<file path="src/rtl/spi_shift_engine.sv">
// SPI master shift engine: one character per start, all CPOL/CPHA modes,
// programmable bit order, character length, SCK divider and slave selects.
module spi_shift_engine #(
   parameter int DATA_W = 8,
   parameter int NUM_SS = 4,
   parameter int DIV_W  = 16,
   parameter int LEN_W  = $clog2(DATA_W)
) (
   input  logic              clk_i,
   input  logic              rst_i,
   input  logic              start_i,
   input  logic [DATA_W-1:0] tx_data_i,
   input  logic [LEN_W-1:0]  len_i,
   input  logic              cpol_i,
   input  logic              cpha_i,
   input  logic              lsb_i,
   input  logic [DIV_W-1:0]  div_i,
   input  logic [NUM_SS-1:0] ss_sel_i,
   output logic              busy_o,
   output logic              done_o,
   output logic [DATA_W-1:0] rx_data_o,
   output logic              sck_o,
   output logic              mosi_o,
   input  logic              miso_i,
   output logic [NUM_SS-1:0] ss_n_o
);

   // edge_reg counts SCK edges already issued: 0 .. 2N-1
   localparam int EC_W = LEN_W + 1;

   typedef enum logic [2:0] {IDLE, LEAD, SHIFT, TRAIL, DONE} state_t;

   state_t             state_reg, state_next;
   logic [DATA_W-1:0]  tx_reg, rx_shift_reg, rx_data_reg;
   logic [LEN_W-1:0]   nm1_reg;
   logic               cpol_reg, cpha_reg, lsb_reg;
   logic [DIV_W-1:0]   div_reg, cnt_reg;
   logic [NUM_SS-1:0]  ss_sel_reg;
   logic [EC_W-1:0]    edge_reg;
   logic               sck_reg, mosi_reg;

   logic               accept, tick, leading, last_edge, sample_now, drive_now;
   logic [LEN_W-1:0]   nm1_in, first_pos, half_idx, drv_idx, smp_pos, drv_pos;

   always_comb begin
      state_next = state_reg;
      accept     = start_i && (state_reg == IDLE || state_reg == DONE);
      tick       = (cnt_reg == div_reg);
      leading    = ~edge_reg[0];
      last_edge  = (edge_reg == {nm1_reg, 1'b1});
      // cpha=0 samples on leading edges, cpha=1 on trailing edges
      sample_now = leading ^ cpha_reg;
      drive_now  = ~sample_now && !(last_edge && !cpha_reg);
      nm1_in     = (len_i == '0) ? LEN_W'(DATA_W - 1) : len_i - LEN_W'(1);
      first_pos  = lsb_i ? '0 : nm1_in;
      half_idx   = edge_reg[EC_W-1:1];
      drv_idx    = cpha_reg ? half_idx : half_idx + LEN_W'(1);
      smp_pos    = lsb_reg ? half_idx : nm1_reg - half_idx;
      drv_pos    = lsb_reg ? drv_idx : nm1_reg - drv_idx;

      case (state_reg)
         IDLE:    if (start_i) state_next = LEAD;
         LEAD:    if (tick) state_next = SHIFT;
         SHIFT:   if (tick && last_edge) state_next = TRAIL;
         TRAIL:   if (tick) state_next = DONE;
         DONE:    state_next = start_i ? LEAD : IDLE;
         default: state_next = IDLE;
      endcase
   end

   always_ff @(posedge clk_i or posedge rst_i) begin
      if (rst_i) state_reg <= IDLE;
      else       state_reg <= state_next;
   end

   always_ff @(posedge clk_i or posedge rst_i) begin
      if (rst_i) begin
         tx_reg       <= '0;
         rx_shift_reg <= '0;
         rx_data_reg  <= '0;
         nm1_reg      <= '0;
         cpol_reg     <= 1'b0;
         cpha_reg     <= 1'b0;
         lsb_reg      <= 1'b0;
         div_reg      <= '0;
         ss_sel_reg   <= '0;
         cnt_reg      <= '0;
         edge_reg     <= '0;
         sck_reg      <= 1'b0;
         mosi_reg     <= 1'b0;
      end else if (accept) begin
         tx_reg       <= tx_data_i;
         rx_shift_reg <= '0;
         nm1_reg      <= nm1_in;
         cpol_reg     <= cpol_i;
         cpha_reg     <= cpha_i;
         lsb_reg      <= lsb_i;
         div_reg      <= div_i;
         ss_sel_reg   <= ss_sel_i;
         cnt_reg      <= '0;
         edge_reg     <= '0;
         sck_reg      <= cpol_i;
         if (!cpha_i) mosi_reg <= tx_data_i[first_pos];
      end else begin
         case (state_reg)
            IDLE: sck_reg <= cpol_i;
            LEAD, SHIFT: begin
               if (tick) begin
                  cnt_reg  <= '0;
                  sck_reg  <= ~sck_reg;
                  edge_reg <= edge_reg + EC_W'(1);
                  if (sample_now) rx_shift_reg[smp_pos] <= miso_i;
                  if (drive_now)  mosi_reg <= tx_reg[drv_pos];
               end else begin
                  cnt_reg <= cnt_reg + DIV_W'(1);
               end
            end
            TRAIL: begin
               sck_reg <= cpol_reg;
               // publish the character together with the done pulse
               if (tick) begin
                  cnt_reg     <= '0;
                  rx_data_reg <= rx_shift_reg;
               end else begin
                  cnt_reg <= cnt_reg + DIV_W'(1);
               end
            end
            default: ;
         endcase
      end
   end

   assign busy_o    = (state_reg == LEAD) || (state_reg == SHIFT) || (state_reg == TRAIL);
   assign done_o    = (state_reg == DONE);
   assign rx_data_o = rx_data_reg;
   assign sck_o     = sck_reg;
   assign mosi_o    = mosi_reg;
   assign ss_n_o    = busy_o ? ~ss_sel_reg : '1;

endmodule

</file>
<file path="config.mk">
export PLATFORM = sky130hd
export DESIGN_NAME = spi_shift_engine
export DESIGN_NICKNAME = d
export VERILOG_FILES = /design/src/rtl/spi_shift_engine.sv
export SDC_FILE = /design/constraint.sdc
export NUM_CORES = 1
export LEC_CHECK = 0
export BUFFER_PORTS_ARGS = -buffer_cell sky130_fd_sc_hd__buf_2
export CORE_UTILIZATION = 45
export CTS_BUF_LIST = sky130_fd_sc_hd__clkbuf_8
export DETAILED_ROUTE_END_ITERATION = 8
export GPL_TIMING_DRIVEN = 0
export SYNTH_ARGS = -nofsm -noshare
export SYNTH_HDL_FRONTEND = slang
export SYNTH_SLANG_ARGS = --single-unit
</file>
<file path="constraint.sdc">
create_clock -name clk_i -period 4.2 [get_ports clk_i]
set_clock_uncertainty 0.2 [all_clocks]
set_input_delay 0.63 -clock clk_i [delete_from_list [all_inputs] [get_ports clk_i]]
set_output_delay 0.63 -clock clk_i [all_outputs]
set_load 0.02 [all_outputs]
</file>
=== Yosys cells after proc, flatten, opt, wreduce, memory -nomap -nowiden ===
Index checks and enable logic that the tools add are counted.

* Add/sub/neg operators: 6
* $lt $le $gt $ge: 4
* Eq/ne operators: 12
* Mux-type cells: 37
* Bitwise operators: 6
* Reductions and logical operators: 26

{| class="wikitable"
|+ Operator list
! kind !! number
|-
| $mux W16 || 3
|-
| $mux W8 || 4
|-
| $mux W3 || 9
|-
| $add A16 B1 Y16 const B || 1
|-
| $eq A16 B16 Y1 || 1
|-
| $mux W4 || 4
|-
| $pmux W3 S5 || 1
|-
| $lt A3 B4 Y1 const B || 3
|-
| $mux W1 || 11
|-
| $ne A2 B2 Y1 const B || 5
|-
| $reduce_bool A2 Y1 || 5
|-
| $bwmux W8 || 1
|-
| $reduce_and A4 Y1 || 2
|-
| $bmux W1 S3 || 2
|-
| $eq A3 B2 Y1 const B || 2
|-
| $logic_not A3 Y1 || 2
|-
| $reduce_and A3 Y1 || 2
|-
| $sub A3 B3 Y3 || 2
|-
| $logic_and A1 B1 Y1 || 5
|-
| $add A4 B1 Y4 const B || 1
|-
| $eq A4 B4 Y1 || 1
|-
| $not A1 Y1 || 4
|-
| $not A4 Y4 || 1
|-
| $reduce_and A2 Y1 || 2
|-
| other kinds (14) || 17
|}

* Register bits: 75
* Bits of input ports: 38
* Output and inout bits: 16
* Logic and storage cells: 105

=== Longest topological paths before layout ===
Gate-level depths: netlist (run 1).

* Depth after elaboration: 11
* Gate-level depth with buffers: 10
* Gate-level depth less buffers: 10

=== Least setup slack after synthesis (run 1) ===
No wires, ideal clock.

* Path kind: reg-to-reg
* From: register edge_reg[1]
* To: register mosi_reg (netlist: mosi_o)
* Library setup time: 0.087 ns
* Data arrival time: 2.220 ns
* Data required time: 3.913 ns
* Path slack: 1.693 ns
* Cell stages (with the launch flop): 11
* Buffers on the path: 0
* Period minus slack after synthesis: 2.507 ns
* Cells stage by stage: dfrtp_1 -> ha_1 -> mux2i_1 -> inv_1 -> fa_1 -> xnor2_1 -> nor2_1 -> xnor2_1 -> mux2i_1 -> a22oi_1 -> a22oi_1

* Cells in the longest elaborated chain, start to end: 10
* Elaborated cells on any way between the ends: 16
* Classes of those cells: 2 x add/sub; 1 x eq/ne; 8 x mux; 5 x reduce/logical

{| class="wikitable"
|+ Ends and longest elaborated chain
! item !! RTL line !! RTL
|-
| from (decl) || 39 || <nowiki>logic [EC_W-1:0] edge_reg;</nowiki>
|-
| from (signal assigned) || 111 || <nowiki>edge_reg <= edge_reg + EC_W'(1);</nowiki>
|-
| $add A3 B1 Y3 || 57 || <nowiki>drv_idx = cpha_reg ? half_idx : half_idx + LEN_W'(1);</nowiki>
|-
| $mux W3 || 57 ||
|-
| $sub A3 B3 Y3 || 59 || <nowiki>drv_pos = lsb_reg ? drv_idx : nm1_reg - drv_idx;</nowiki>
|-
| $mux W3 || 59 ||
|-
| $bmux W1 S3 || 113 || <nowiki>if (drive_now) mosi_reg <= tx_reg[drv_pos];</nowiki>
|-
| $mux W1 (implied by the code) || 113 ||
|-
| $mux W1 || 113 ||
|-
| $mux W1 || 108 || <nowiki>if (tick) begin</nowiki>
|-
| $mux W1 || 105 || <nowiki>case (state_reg)</nowiki>
|-
| $mux W1 || 91 || <nowiki>end else if (accept) begin</nowiki>
|-
| to (signal assigned) || 103 || <nowiki>if (!cpha_i) mosi_reg <= tx_data_i[first_pos];</nowiki>
|-
| to (signal assigned) || 113 ||
|-
| to (decl) || 40 || <nowiki>logic sck_reg, mosi_reg;</nowiki>
|}

Several ways; a longest one is shown, not always the timed one. The select of a mux whose other input is x is not followed.
A chain may end at the register's enable or synchronous reset.

=== Final worst setup path (run 1) ===
Ends and elaborated chain as after synthesis.

==> impl_table.tex, run 1 <==
\begin{tabular}{lr}
\hline
Metric & Value \\
\hline
\multicolumn{2}{l}{\textbf{Die}} \\
\quad Vertical die dimension & 96.5 µm \\
\quad Number of standard-cell rows in the floorplan & 34 \\
\quad Area enclosed by the die boundary & 9310 µm² \\
\quad Number of top-level design ports & 54 \\
\quad DIE WIDTH & 96.5 µm \\
\quad Core area & 8680 µm² \\
\quad Initial Utilization & 46.3\% \\
\multicolumn{2}{l}{\textbf{GRT}} \\
\quad Number of global-route vias before repair & 2993 \\
\quad Maximum number of pins on one net before global-route repair & 54 \\
\quad First-pass GRT wire length & 14500 µm \\
\quad Initial antenna violation count & 0 \\
\quad Global-route usage over all layers & 20.6\% \\
\quad Leftover overflow at the end of global routing & 0 \\
\multicolumn{2}{l}{\textbf{Synthesis}} \\
\quad Synth top area share & 46.7\% \\
\quad Proportion of register bits with asynchronous set or reset after synthesis & 100\% \\
\quad Flip-flop cell with the highest count after synthesis & sky130\_fd\_sc\_hd\_\_dfrtp\_1 \\
\quad Net count after synthesis & 469 \\
\quad Mean area per synthesized cell & 9.54 µm² \\
\quad Synthesized cell area & 4020 µm² \\
\quad Post-synth EDFFs & 0 \\
\quad Cells after synthesis & 421 \\
\quad Synthesized flop and latch total & 75 \\
\quad Number of distinct library cell variants in the gate-level netlist after synthesis & 53 \\
\quad Fraction of the yosys area taken by sequential cells & 46.7\% \\
\quad Count of synthesis-stage warnings from yosys & 0 \\
\quad Post-synth top area cell & sky130\_fd\_sc\_hd\_\_dfrtp\_1 \\
\quad Leading post-synthesis cells by cell area & sky130\_fd\_sc\_hd\_\_dfrtp\_1 (47\%), sky130\_fd\_sc\_hd\_\_nand2\_1 (11\%), sky130\_fd\_sc\_hd\_\_xor2\_1 (6.3\%) \\
\multicolumn{2}{l}{\textbf{Timing}} \\
\quad Unrepaired setup endpoints after global routing & no \\
\quad Clock period minus worst slack & 2.78 ns \\
\quad Period utilisation layout & 66.1\% \\
\quad Fin worst setup slack & 1.42 ns \\
\quad Total setup violations reported at the end of the flow & 0 \\
\quad Hold violation count in the final report & 0 \\
\quad Slew margin rel. & 64.3\% \\
\quad Slew at the pin closest to its max-slew limit & 0.532 ns \\
\quad Fmax & 0.360 GHz \\
\quad Total negative setup slack & 0 ns \\
\quad Final Slew Violations & 0 \\
\multicolumn{2}{l}{\textbf{Worst setup path}} \\
\quad Worst R2R Path Depth & 10 \\
\quad Arrival time of data at the critical path endpoint & 2.84 ns \\
\quad Maximum net fanout on the critical path & 8 \\
\quad Type of the setup path with the least slack & reg2reg \\
\quad Slack of the worst reg-to-reg path & 1.42 ns \\
\quad Type of element launching the critical path & register \\
\quad Data required, critical path & 4.26 ns \\
\quad Startpoint of the worst-slack reg-to-reg timing path & edge\_reg[1] \\
\quad Capture point of the worst reg-to-reg path & mosi\_o \\
\quad Type of element capturing the critical path & register \\
\multicolumn{2}{l}{\textbf{Clock tree}} \\
\quad Clock buffers created by TritonCTS & 9 \\
\quad Clock tree from TritonCTS & built \\
\quad Quantity of gates resized following cts & 0 \\
\quad Clk Tree Root Cell & sky130\_fd\_sc\_hd\_\_clkbuf\_8 \\
\quad CTS Sinks & 75 \\
\quad H-tree levels & 3 \\
\quad Bufs on Longest Clock Path & 2 \\
\quad Clock insertion delay at the later pin of the skew report & 0.35 ns \\
\quad Setup bufs post-CTS & 0 \\
\quad Count of hold-fix buffers inserted at cts & 0 \\
\quad Clk slew on worst S/H paths & 0.08 ns \\
\multicolumn{2}{l}{\textbf{Finish}} \\
\quad Diode count & 0 \\
\quad Fraction of final layout cells with drive strength greater than 1 & 20.2\% \\
\quad Area grow syn2layout & 16.3\% \\
\quad NumNets Final & 534 \\
\multicolumn{2}{l}{\textbf{Detailed routing}} \\
\quad Vias & 3084 \\
\quad WL final & 8520 µm \\
\quad TritonRoute pass-1 iters & 4 \\
\quad Starting DRT DRC Count & 153 \\
\quad Final routed DRC violation total & 0 \\
\quad Avg Vias per Cell & 5.15 \\
\quad Antenna Nets Post-Route & 0 \\
\quad Average detailed-routed wire length per instance & 14.2 µm \\
\multicolumn{2}{l}{\textbf{Hold path}} \\
\quad Kind of path behind the tightest hold check & in2async \\
\multicolumn{2}{l}{\textbf{Power and ir drop}} \\
\quad Power density normalized to cell area & 635 nW/µm² \\
\quad Static power due to leakage & 2.39 nW \\
\quad VDD IR max & 0.276 mV \\
\multicolumn{2}{l}{\textbf{Job}} \\
\quad Max-Cap Viols & 0 \\
\multicolumn{2}{l}{\textbf{Placement}} \\
\quad Routability congestion estimate from global placement & 0.792 \\
\quad Port buffer count & 53 \\
\quad Setup Slack @ Placement & 1.45 ns \\
\quad DP HPWL & 6190 µm \\
\multicolumn{2}{l}{\textbf{Status}} \\
\quad Run status & completed \\
\hline
\end{tabular}
[metrics by stage]
stage | std cells | hold WS, ns | total power [W] | util, % | area, µm²
2_1_floorplan | 421 | 0.245 | 0.00207 | - | 4020
3_3_place_gp | 582 | 0.258 | 0.00231 | 50.9 | 4420
4_1_cts | 599 | 0.0373 | 0.00299 | 53.8 | 4670
3_5_place_dp | 583 | 0.267 | 0.00235 | 51.2 | 4450
5_1_grt | 599 | 0.0586 | 0.00322 | 53.8 | 4670
6_report | 599 | 0.0450 | 0.00296 | 53.8 | 4670
[placed cells by master (no fill, tap or decap), types with 3 or more instances in the layout]
master / count
sky130_fd_sc_hd__mux2_4: 8
sky130_fd_sc_hd__xnor2_1: 10
sky130_fd_sc_hd__clkbuf_8: 10
sky130_fd_sc_hd__o21ai_0: 7
sky130_fd_sc_hd__nand3_1: 8
sky130_fd_sc_hd__mux2i_1: 15
sky130_fd_sc_hd__ha_1: 8
sky130_fd_sc_hd__dfrtp_1: 75
sky130_fd_sc_hd__clkbuf_1: 7
sky130_fd_sc_hd__buf_1: 5
sky130_fd_sc_hd__nor2b_1: 4
sky130_fd_sc_hd__nor4_2: 4
sky130_fd_sc_hd__nand2_1: 120
sky130_fd_sc_hd__buf_2: 57
sky130_fd_sc_hd__nor3_1: 6
sky130_fd_sc_hd__o22ai_1: 3
sky130_fd_sc_hd__nor2_1: 33
sky130_fd_sc_hd__a21oi_1: 5
sky130_fd_sc_hd__nand4_1: 5
sky130_fd_sc_hd__and3_1: 3
sky130_fd_sc_hd__nand2b_1: 3
sky130_fd_sc_hd__inv_1: 13
sky130_fd_sc_hd__a31oi_1: 3
sky130_fd_sc_hd__xor2_1: 29
[worst max-delay path, stage by stage, from the launching register on]
cell and delay (ns):
sky130_fd_sc_hd__dfrtp_1 0.50, sky130_fd_sc_hd__ha_1 0.33, sky130_fd_sc_hd__mux2i_1 0.17, sky130_fd_sc_hd__inv_1 0.09, sky130_fd_sc_hd__fa_1 0.41, sky130_fd_sc_hd__xnor2_1 0.14, sky130_fd_sc_hd__nor2_1 0.06, sky130_fd_sc_hd__xnor2_1 0.31
sky130_fd_sc_hd__mux2i_1 0.23, sky130_fd_sc_hd__a22oi_1 0.11, sky130_fd_sc_hd__a22oi_1 0.14
[routing by layer]
metal	global-route usage, %	vias to the layer above	share of wire, %
li1	-	1529	-
met1	29.0	1471	51
met2	31.7	78	45
met3	3.29	6	3.6
met4	8.46	0	0.94
met5	0	-	0
[power breakdown]
group | switching [W] | internal, W
clock network | 0.000278 | 0.000352
registers | 0.000227 | 0.000966
logic | 0.000635 | 0.000506
[Yosys cell counts (all sizes together) (4+ instances only)]
cell type  number
nand3           9
ha              8
inv            14
xnor2          10
mux2            8
and3            4
nor2           34
nand4           6
nand2         120
a21oi           5
o21ai           9
mux2i          15
nor3            8
buf            11
xor2           30
dfrtp          75
nor4            4
clkbuf          7
nor2b           4
[how the worst max path moves through the flow]
stage | slack (ns) | cells after the start | from | to
5_1_grt | 1.27 | 10 | edge_reg[1] | mosi_o
6_report | 1.42 | 10 | edge_reg[1] | mosi_o
3_5_place_dp | 1.45 | 10 | edge_reg[1] | mosi_o
4_1_cts | 1.43 | 10 | edge_reg[1] | mosi_o
2_1_floorplan | 1.46 | 1 | rst_i | cnt_reg[0]
3_3_place_gp | 0.39 | 2 | rst_i | tx_reg[3]
[layout make-up]
class / instances / area, µm²
Tap cell: 108 / 135
Buffer: 18 / 105
Clock buffer: 10 / 138
Clock inverter: 6 / 87.6
Timing Repair Buffer: 54 / 293
Fill cell: 862 / 4010
Inverter: 14 / 55.1
Multi-Input combinational cell: 314 / 1980
Sequential cell: 75 / 1880
[cells by family (layout without fill, tap and decap cells)]
kind of cell,Yosys count,in the layout,synth area share (%)
AOI/OAI and AO/OA,40,40,6.82
DFF,75,75,46.7
adders and majority gates,10,10,3.49
buffers and inverters,32,102,3.93
and+or+nand+nor,200,200,22.8
xor gates and xnor gates,40,40,8.91
muxes,24,24,7.29
Note: power is estimated with default switching activity, not from simulation.
==> run 2, diff against run 1 <==
- ABC_AREA: unset -> 1
- clock period: 4.2 -> 2.64 ns (I/O delays scaled with it)
==> run 2 against run 1 <==
Compared with the run above:
- die area grew 6.9%
- worst setup slack got worse by 1.2 ns
- global-route usage increased by 1.1 points
- fmax rose by 15%
- core utilization grew 0.099 points
- synthesized cell count up 36%
- power down 25%
- combinational power down 92%
- critical path depth up 2
- via count grew 21%
- sequential power about the same
- non-clock buffer count fell by 5
==> impl_table.tex, run 2 <==
\begin{tabular}{lr}
\hline
Metric & Value \\
\hline
\multicolumn{2}{l}{\textbf{Worst setup path}} \\
\quad Arrival time of data at the critical path endpoint & 2.46 ns (-0.38 ns) \\
\quad Cell type with the highest occurrence count on the critical path & sky130\_fd\_sc\_hd\_\_nand2\_1 \\
\quad Type of the setup path with the least slack & reg2reg \\
\quad Worst path bufs/invs & 0 (-1) \\
\quad Slowest cell delay on critical path & 0.48 ns (-0.02 ns) \\
\quad Chain of cells forming the critical path & ha\_1, nand2\_1, nand2\_1, fa\_1, nand2\_1, nand3\_1, xnor2\_1, nand3\_1, nand3\_1, nand2\_1, nand2\_1, nand2\_1 \\
\quad Data required, critical path & 2.68 ns (-1.58 ns) \\
\quad Maximum net fanout on the critical path & 8 (unchanged) \\
\quad Kind of cell adding the most delay to the critical path & adder cells \\
\quad Worst R2R Path Depth & 12 (+2) \\
\quad Type of element capturing the critical path & register \\
\quad Cell count along the critical path & 12 (+2) \\
\quad Type of element launching the critical path & register \\
\quad Start point of the critical path & edge\_reg[1] \\
\quad Slowest CP cell & sky130\_fd\_sc\_hd\_\_dfrtp\_1 \\
\quad Startpoint of the worst-slack reg-to-reg timing path & edge\_reg[1] \\
\multicolumn{2}{l}{\textbf{Detailed routing}} \\
\quad Starting DRT DRC Count & 182 (+19\%) \\
\quad TritonRoute pass-1 iters & 4 (unchanged) \\
\quad Avg Vias per Cell & 4.83 (-6.2\%) \\
\quad Final routed DRC violation total & 0 (unchanged) \\
\quad WL final & 9610 µm (+13\%) \\
\quad Antenna Nets Post-Route & 0 (unchanged) \\
\quad Average detailed-routed wire length per instance & 12.4 µm (-13\%) \\
\quad Vias & 3735 (+21\%) \\
\multicolumn{2}{l}{\textbf{Timing}} \\
\quad Clock period minus worst slack & 2.41 ns (-0.365 ns) \\
\quad Slew margin rel. & 61.3\% (-2.9 points) \\
\quad Fmax & 0.415 GHz (+15\%) \\
\quad Unrepaired setup endpoints after global routing & no \\
\quad Hold violation count in the final report & 0 (unchanged) \\
\quad Slew at the pin closest to its max-slew limit & 0.576 ns (+0.0435 ns) \\
\quad Final Slew Violations & 0 (unchanged) \\
\quad Total setup violations reported at the end of the flow & 0 (unchanged) \\
\quad Total negative setup slack & 0 ns (unchanged) \\
\quad Period utilisation layout & 91.4\% (+25 points) \\
\multicolumn{2}{l}{\textbf{Power and ir drop}} \\
\quad Power density normalized to cell area & 447 nW/µm² (-30\%) \\
\quad VDD IR max & 0.288 mV (+4.4\%) \\
\quad Final total power & 0.00223 W (-25\%) \\
\quad Static power due to leakage & 2.76 nW (+15\%) \\
\multicolumn{2}{l}{\textbf{Die}} \\
\quad Area enclosed by the die boundary & 9950 µm² (+6.9\%) \\
\quad Core area & 9240 µm² (+6.5\%) \\
\quad DIE WIDTH & 99.7 µm (+3.4\%) \\
\quad Number of top-level design ports & 54 (unchanged) \\
\quad Number of standard-cell rows in the floorplan & 35 (+2.9\%) \\
\quad Vertical die dimension & 99.7 µm (+3.4\%) \\
\quad Initial Utilization & 46.5\% (+0.25 points) \\
\multicolumn{2}{l}{\textbf{Finish}} \\
\quad Diode count & 0 (unchanged) \\
\quad Final non-filler cell total & 773 (+29\%) \\
\quad Share of the core filled with cells in the final layout & 53.9\% (+0.099 points) \\
\quad Top library cells by usage in the layout, fill and taps aside & sky130\_fd\_sc\_hd\_\_nand2\_1 (219), sky130\_fd\_sc\_hd\_\_dfrtp\_1 (75), sky130\_fd\_sc\_hd\_\_buf\_2 (57) \\
\quad Most common cell after layout, fill and taps aside & sky130\_fd\_sc\_hd\_\_nand2\_1 \\
\quad Fraction of final layout cells with drive strength greater than 1 & 15.4\% (-4.8 points) \\
\quad NumNets Final & 687 (+29\%) \\
\quad Area grow syn2layout & 15.9\% \\
\multicolumn{2}{l}{\textbf{Clock tree}} \\
\quad CTS Sinks & 75 (unchanged) \\
\quad Bufs on Longest Clock Path & 2 (unchanged) \\
\quad Clock tree from TritonCTS & built \\
\quad Clk Tree Root Cell & sky130\_fd\_sc\_hd\_\_clkbuf\_8 \\
\quad Clock buffers created by TritonCTS & 9 (unchanged) \\
\quad Clock insertion delay at the later pin of the skew report & 0.34 ns (about the same) \\
\quad Clk slew on worst S/H paths & 0.08 ns (about the same) \\
\quad Setup bufs post-CTS & 0 (unchanged) \\
\quad H-tree levels & 3 (unchanged) \\
\multicolumn{2}{l}{\textbf{Hold path}} \\
\quad Kind of path behind the tightest hold check & in2reg \\
\quad Hold Crit Depth & 3 \\
\quad Launch instance of the worst min-delay path & div\_i[0] \\
\multicolumn{2}{l}{\textbf{Placement}} \\
\quad Placed insts & 756 (+30\%) \\
\quad Routability congestion estimate from global placement & 0.925 (+17\%) \\
\quad Port buffer count & 53 (unchanged) \\
\quad DP HPWL & 7050 µm (+14\%) \\
\multicolumn{2}{l}{\textbf{Synthesis}} \\
\quad Fraction of the yosys area taken by sequential cells & 43.7\% (-3.1 points) \\
\quad Synth top area share & 43.7\% (-3.1 points) \\
\quad Flip-flop cell with the highest count after synthesis & sky130\_fd\_sc\_hd\_\_dfrtp\_1 \\
\quad Count of synthesis-stage warnings from yosys & 0 (unchanged) \\
\quad Most common cell in the netlist & sky130\_fd\_sc\_hd\_\_nand2\_1 \\
\quad Post-synth top area cell & sky130\_fd\_sc\_hd\_\_dfrtp\_1 \\
\quad Leading post-synthesis cells by cell area & sky130\_fd\_sc\_hd\_\_dfrtp\_1 (44\%), sky130\_fd\_sc\_hd\_\_nand2\_1 (19\%), sky130\_fd\_sc\_hd\_\_nand3\_1 (6.3\%) \\
\quad Synthesized flop and latch total & 75 (unchanged) \\
\quad Number of distinct library cell variants in the gate-level netlist after synthesis & 40 (-25\%) \\
\quad Net count after synthesis & 621 (+32\%) \\
\quad Synthesized cell area & 4300 µm² (+7.0\%) \\
\quad Proportion of register bits with asynchronous set or reset after synthesis & 100\% (unchanged) \\
\quad Cells after synthesis & 573 (+36\%) \\
\quad Post-synth EDFFs & 0 (unchanged) \\
\quad Mean area per synthesized cell & 7.50 µm² (-21\%) \\
\quad Leading cell types by count after synthesis & sky130\_fd\_sc\_hd\_\_nand2\_1 (219), sky130\_fd\_sc\_hd\_\_dfrtp\_1 (75), sky130\_fd\_sc\_hd\_\_inv\_1 (54), sky130\_fd\_sc\_hd\_\_nand3\_1 (54), sky130\_fd\_sc\_hd\_\_nor2\_1 (34) \\
\multicolumn{2}{l}{\textbf{GRT}} \\
\quad First-pass GRT wire length & 17100 µm (+18\%) \\
\quad Number of global-route vias before repair & 3612 (+21\%) \\
\quad Maximum number of pins on one net before global-route repair & 63 (+17\%) \\
\quad Initial antenna violation count & 0 (unchanged) \\
\quad Global-route usage over all layers & 21.7\% (+1.1 points) \\
\quad Leftover overflow at the end of global routing & 0 (unchanged) \\
\multicolumn{2}{l}{\textbf{Status}} \\
\quad Run status & completed \\
\multicolumn{2}{l}{\textbf{Job}} \\
\quad Max-Cap Viols & 0 (unchanged) \\
\hline
\end{tabular}
==> run 2: changes by cell type in the layout (fill, tap and decap cells not counted), moves of 5 or more <==
cell                      delta
sky130_fd_sc_hd__xnor2_1     -9
sky130_fd_sc_hd__mux2i_1    -15
sky130_fd_sc_hd__inv_1      +41
sky130_fd_sc_hd__mux2_4      -8
sky130_fd_sc_hd__o21ai_0    +18
sky130_fd_sc_hd__nand2_1    +99
sky130_fd_sc_hd__xor2_1      -8
sky130_fd_sc_hd__nand3_1    +46
sky130_fd_sc_hd__a21oi_1     +9
sky130_fd_sc_hd__buf_1       -5
sky130_fd_sc_hd__nor3_1      +8
==> run 2: cell type report <==
class / instances / area (µm²)
clock inverters: 7 / 93.8
multi-input cells: 426 / 2130
repair buffers: 55 / 303
clock buffers: 9 / 124
well taps: 129 / 161
plain buffers: 12 / 61.3
flip-flops and latches: 75 / 1880
inverters: 60 / 233
fillers: 922 / 4260
==> run 2: worst paths after layout <==
check,to,slack [ns]
worst min register to register,rx_data_o[4],0.28
worst max register to register,mosi_o,0.23
max in group asynchronous,cnt_reg[14],1.37
min in group asynchronous,div_reg[4],0.32
worst min-delay path,div_reg[0],0.04
worst max-delay path,mosi_o,0.23
==> run 2: kinds of logic after synthesis <==
logic type	after synthesis	share of synthesized area, %
flip-flops	75	43.7
XOR/XNOR	22	4.48
adder cells (fa/ha/maj)	10	3.26
AO/OA/AOI/OAI	50	6.69
buffers and inverters	72	6.78
AND/OR/NAND/NOR	344	35.1
==> run 2: through the flow <==
step                hold WS, ns  setup WS [ns]  area, µm²
detailed placement        0.135          0.116       4760
global route             0.0348         0.0193       4980
CTS                      0.0268         0.0985       4980
finish                   0.0362          0.228       4980
floorplan                 0.242          0.134       4300
global placement          0.256         -0.889       4730
==> run 2: repair_timing <==
| action | in CTS | in global routing |
|---|---|---|
| gates resized for setup | 0 | 1 |
| hold buffers | 1 | 0 |
| endpoints found under the hold margin | 13 | 0 |
| setup endpoints to repair | 0 | 8 |
==> run 2: tightest hold or removal path, stage by stage <==
cell                      delay [ns]
sky130_fd_sc_hd__buf_2          0.07
sky130_fd_sc_hd__nand2_1        0.04
sky130_fd_sc_hd__nand2_1        0.04
==> run 2: per-layer routing <==
metal,vias up,GRT usage (%),routed length [µm]
li1,1944,-,-
met1,1692,30.3,4840
met2,95,34.7,4260
met3,4,4.85,464
met4,0,4.41,46
met5,-,0,0
==> run 2: report_power, final <==
group          switching (W)  leakage (nW)  internal (W)
registers         0.00000349         0.968       0.00115
clock network       0.000450         0.111      0.000531
logic              0.0000518          1.68     0.0000355
total               0.000505          2.76       0.00172
==> run 3, diff against run 2 <==
- CORE_MARGIN: unset -> 1.5
==> run 3 against run 2 <==
Compared with the run above:
- sequential share of layout area fell by 0.12 points
- first-iteration DRC count fell by 12%
- worst setup slack improved by 0.030 ns
- critical endpoint unchanged
- largest power group unchanged
- highest routed layer unchanged
==> impl_table.tex, run 3 (same netlist as run 2, synthesis figures left out) <==
\begin{tabular}{lr}
\hline
Metric & Value \\
\hline
\multicolumn{2}{l}{\textbf{Worst setup path}} \\
\quad Slowest CP cell & sky130\_fd\_sc\_hd\_\_dfrtp\_2 \\
\quad Type of the setup path with the least slack & reg2reg \\
\quad Type of element capturing the critical path & register \\
\quad Chain of cells forming the critical path & ha\_1, nand2\_1, nand2\_1, fa\_1, nand2\_1, nand3\_1, xnor2\_1, nand3\_1, nand3\_1, nand2\_1, nand2\_1, nand2\_1 \\
\quad Capture point of the worst reg-to-reg path & mosi\_o \\
\quad Slack of the worst reg-to-reg path & 0.26 ns (+0.03 ns) \\
\quad Arrival time of data at the critical path endpoint & 2.43 ns (-0.03 ns) \\
\quad Data required, critical path & 2.69 ns (about the same) \\
\quad Worst R2R Path Depth & 12 (unchanged) \\
\quad Startpoint of the worst-slack reg-to-reg timing path & edge\_reg[1] \\
\quad Cell type with the highest occurrence count on the critical path & sky130\_fd\_sc\_hd\_\_nand2\_1 \\
\quad Kind of cell adding the most delay to the critical path & simple AND/OR/NAND/NOR gates \\
\quad Type of element launching the critical path & register \\
\quad Maximum net fanout on the critical path & 8 (unchanged) \\
\quad Slowest cell delay on critical path & 0.47 ns (about the same) \\
\quad Worst path bufs/invs & 0 (unchanged) \\
\quad Start point of the critical path & edge\_reg[1] \\
\multicolumn{2}{l}{\textbf{Detailed routing}} \\
\quad TritonRoute pass-1 iters & 5 (+1) \\
\quad Antenna Nets Post-Route & 0 (unchanged) \\
\quad WL final & 9590 µm (-0.23\%) \\
\quad Starting DRT DRC Count & 160 (-12\%) \\
\quad Vias & 3699 (-0.96\%) \\
\quad Final routed DRC violation total & 0 (unchanged) \\
\quad Average detailed-routed wire length per instance & 12.4 µm (-0.23\%) \\
\quad Avg Vias per Cell & 4.79 (-0.96\%) \\
\multicolumn{2}{l}{\textbf{Finish}} \\
\quad NumNets Final & 687 (unchanged) \\
\quad Fraction of final layout cells with drive strength greater than 1 & 15.7\% (+0.31 points) \\
\quad Total area of sequential cells & 1880 µm² (about the same) \\
\quad Most common cell after layout, fill and taps aside & sky130\_fd\_sc\_hd\_\_nand2\_1 \\
\quad Fillers & 918 (-0.43\%) \\
\quad Area grow syn2layout & 16.4\% \\
\quad Diode count & 0 (unchanged) \\
\quad Top library cells by usage in the layout, fill and taps aside & sky130\_fd\_sc\_hd\_\_nand2\_1 (219), sky130\_fd\_sc\_hd\_\_dfrtp\_1 (74), sky130\_fd\_sc\_hd\_\_buf\_2 (57) \\
\quad Share of the core filled with cells in the final layout & 54.1\% (+0.20 points) \\
\quad Multi-input logic area & 2130 µm² (unchanged) \\
\multicolumn{2}{l}{\textbf{Power and ir drop}} \\
\quad Internal power & 0.00178 W (+3.3\%) \\
\quad Clock share of power & 45.5\% (+1.4 points) \\
\quad Static power due to leakage & 2.76 nW (about the same) \\
\quad Power spent charging and discharging nets & 0.000506 W (+0.11\%) \\
\quad Power density normalized to cell area & 456 nW/µm² (+2.2\%) \\
\quad Switching share of power & 22.2\% (-0.55 points) \\
\quad Comb pwr share & 3.8\% (about the same) \\
\quad Share of total power in sequential cells & 50.7\% (-1.3 points) \\
\quad VDD IR max & 0.349 mV (+21\%) \\
\multicolumn{2}{l}{\textbf{Clock tree}} \\
\quad Clk slew on worst S/H paths & 0.08 ns (about the same) \\
\quad Clock buffers created by TritonCTS & 9 (unchanged) \\
\quad CTS Sinks & 75 (unchanged) \\
\quad Clock tree from TritonCTS & built \\
\quad H-tree levels & 3 (unchanged) \\
\quad Setup bufs post-CTS & 0 (unchanged) \\
\quad Clk Tree Root Cell & sky130\_fd\_sc\_hd\_\_clkbuf\_8 \\
\quad Bufs on Longest Clock Path & 2 (unchanged) \\
\quad Clock insertion delay at the later pin of the skew report & 0.35 ns (about the same) \\
\multicolumn{2}{l}{\textbf{GRT}} \\
\quad Leftover overflow at the end of global routing & 0 (unchanged) \\
\quad Met3 track demand over resource & 4.65\% (-0.20 points) \\
\quad Maximum number of pins on one net before global-route repair & 44 (-30\%) \\
\quad Busiest metal layer after global routing & met2 \\
\quad Initial antenna violation count & 0 (unchanged) \\
\quad Grt met2 use & 32.6\% (-2.1 points) \\
\quad Met1 usage & 28.6\% (-1.7 points) \\
\quad First-pass GRT wire length & 16300 µm (-4.8\%) \\
\quad Global-route usage over all layers & 20.6\% (-1.1 points) \\
\quad Number of global-route vias before repair & 3431 (-5.0\%) \\
\multicolumn{2}{l}{\textbf{Timing}} \\
\quad Fmax & 0.420 GHz (+1.3\%) \\
\quad Final Slew Violations & 0 (unchanged) \\
\quad Slew at the pin closest to its max-slew limit & 0.548 ns (-0.0275 ns) \\
\quad Slew margin rel. & 63.2\% (+1.8 points) \\
\quad Clock period minus worst slack & 2.38 ns (-0.0300 ns) \\
\quad Total setup violations reported at the end of the flow & 0 (unchanged) \\
\quad Unrepaired setup endpoints after global routing & no \\
\quad Hold violation count in the final report & 0 (unchanged) \\
\quad Period utilisation layout & 90.2\% (-1.1 points) \\
\quad Total negative setup slack & 0 ns (unchanged) \\
\multicolumn{2}{l}{\textbf{Die}} \\
\quad Number of top-level design ports & 54 (unchanged) \\
\quad Vertical die dimension & 101 µm (+1.0\%) \\
\quad Area enclosed by the die boundary & 10100 µm² (+2.0\%) \\
\quad Core area & 9240 µm² (unchanged) \\
\quad Number of standard-cell rows in the floorplan & 35 (unchanged) \\
\quad DIE WIDTH & 101 µm (+1.0\%) \\
\quad Initial Utilization & 46.5\% (unchanged) \\
\multicolumn{2}{l}{\textbf{Placement}} \\
\quad DP HPWL & 7040 µm (-0.13\%) \\
\quad Routability congestion estimate from global placement & 0.909 (-1.8\%) \\
\quad Port buffer count & 53 (unchanged) \\
\multicolumn{2}{l}{\textbf{Hold path}} \\
\quad Hold Crit Depth & 3 (unchanged) \\
\quad Kind of path behind the tightest hold check & in2reg \\
\quad Launch instance of the worst min-delay path & div\_i[11] \\
\quad WHS Endpoint & div\_reg[11] \\
\multicolumn{2}{l}{\textbf{Job}} \\
\quad Max-Cap Viols & 0 (unchanged) \\
\multicolumn{2}{l}{\textbf{Status}} \\
\quad Run status & completed \\
\hline
\end{tabular}
==> run 3: cell types whose count changed in the layout (fill, tap and decap cells not counted) <==
cell / change
sky130_fd_sc_hd__clkbuf_8: +2
sky130_fd_sc_hd__clkinv_2: -1
sky130_fd_sc_hd__clkinv_4: -2
sky130_fd_sc_hd__clkinvlp_4: +1
sky130_fd_sc_hd__dfrtp_1: -1
sky130_fd_sc_hd__dfrtp_2: +1
sky130_fd_sc_hd__inv_1: -1
sky130_fd_sc_hd__inv_6: +1
==> run 3: stage by stage <==
stage / setup slack [ns] / power [W] / hold WS, ns / area [µm²] / std cells
6_report: 0.258 / 0.00228 / 0.0345 / 5000 / 773
5_1_grt: 0.00503 / 0.00237 / 0.0187 / 5000 / 773
4_1_cts: 0.0963 / 0.00231 / 0.0226 / 5000 / 773
3_5_place_dp: 0.112 / 0.00127 / 0.251 / 4760 / 756
3_3_place_gp: -0.915 / 0.00126 / 0.257 / 4730 / 755
2_1_floorplan: 0.134 / 0.00122 / 0.242 / 4300 / 573
==> run 3: metal layers <==
| layer | up-vias | part of all wire, % | routed length, µm |
|---|---|---|---|
| met4 | 0 | 0.81 | 78 |
| met1 | 1661 | 50 | 4780 |
| met5 | - | 0 | 0 |
| li1 | 1943 | - | - |
| met2 | 89 | 44 | 4250 |
| met3 | 6 | 5.0 | 479 |
==> run 3: what timing repair did <==
action,CTS,global route
endpoints found under the setup margin,0,9
hold endpoints to repair,32,0
resized for setup,0,2
hold buffers,1,0
==> run 3: worst max-delay path by stage <==
stage / cells after the start / end
after global routing: 12 / mosi_o
final: 12 / mosi_o
after detailed placement: 10 / rx_shift_reg[0]
after floorplan: 1 / cnt_reg[0]
after CTS: 11 / rx_shift_reg[0]
after global placement: 2 / ss_sel_reg[0]
==> run 3: area by class of cell <==
class / count / area share, %
clock inverter: 5 / 1.68
inverter: 60 / 4.65
clock buffer: 11 / 3.03
timing repair buffer: 55 / 6.05
buffer: 12 / 1.23
tap: 129 / 3.23
sequential: 75 / 37.5
multi-input combinational: 426 / 42.6
==> run 3: power groups by stage <==
stage	Combinational, W	Sequential, W	Clock (W)
floorplan	0.0000401	0.00118	0
global placement	0.0000810	0.00118	0
detailed placement	0.0000887	0.00118	0
CTS	0.0000900	0.00116	0.00106
global route	0.000101	0.00116	0.00111
finish	0.0000867	0.00116	0.00104
==> run 3: worst min-delay path: stages <==
cell                      delay [ns]
sky130_fd_sc_hd__buf_2          0.07
sky130_fd_sc_hd__nand2_1        0.04
sky130_fd_sc_hd__nand2_1        0.04
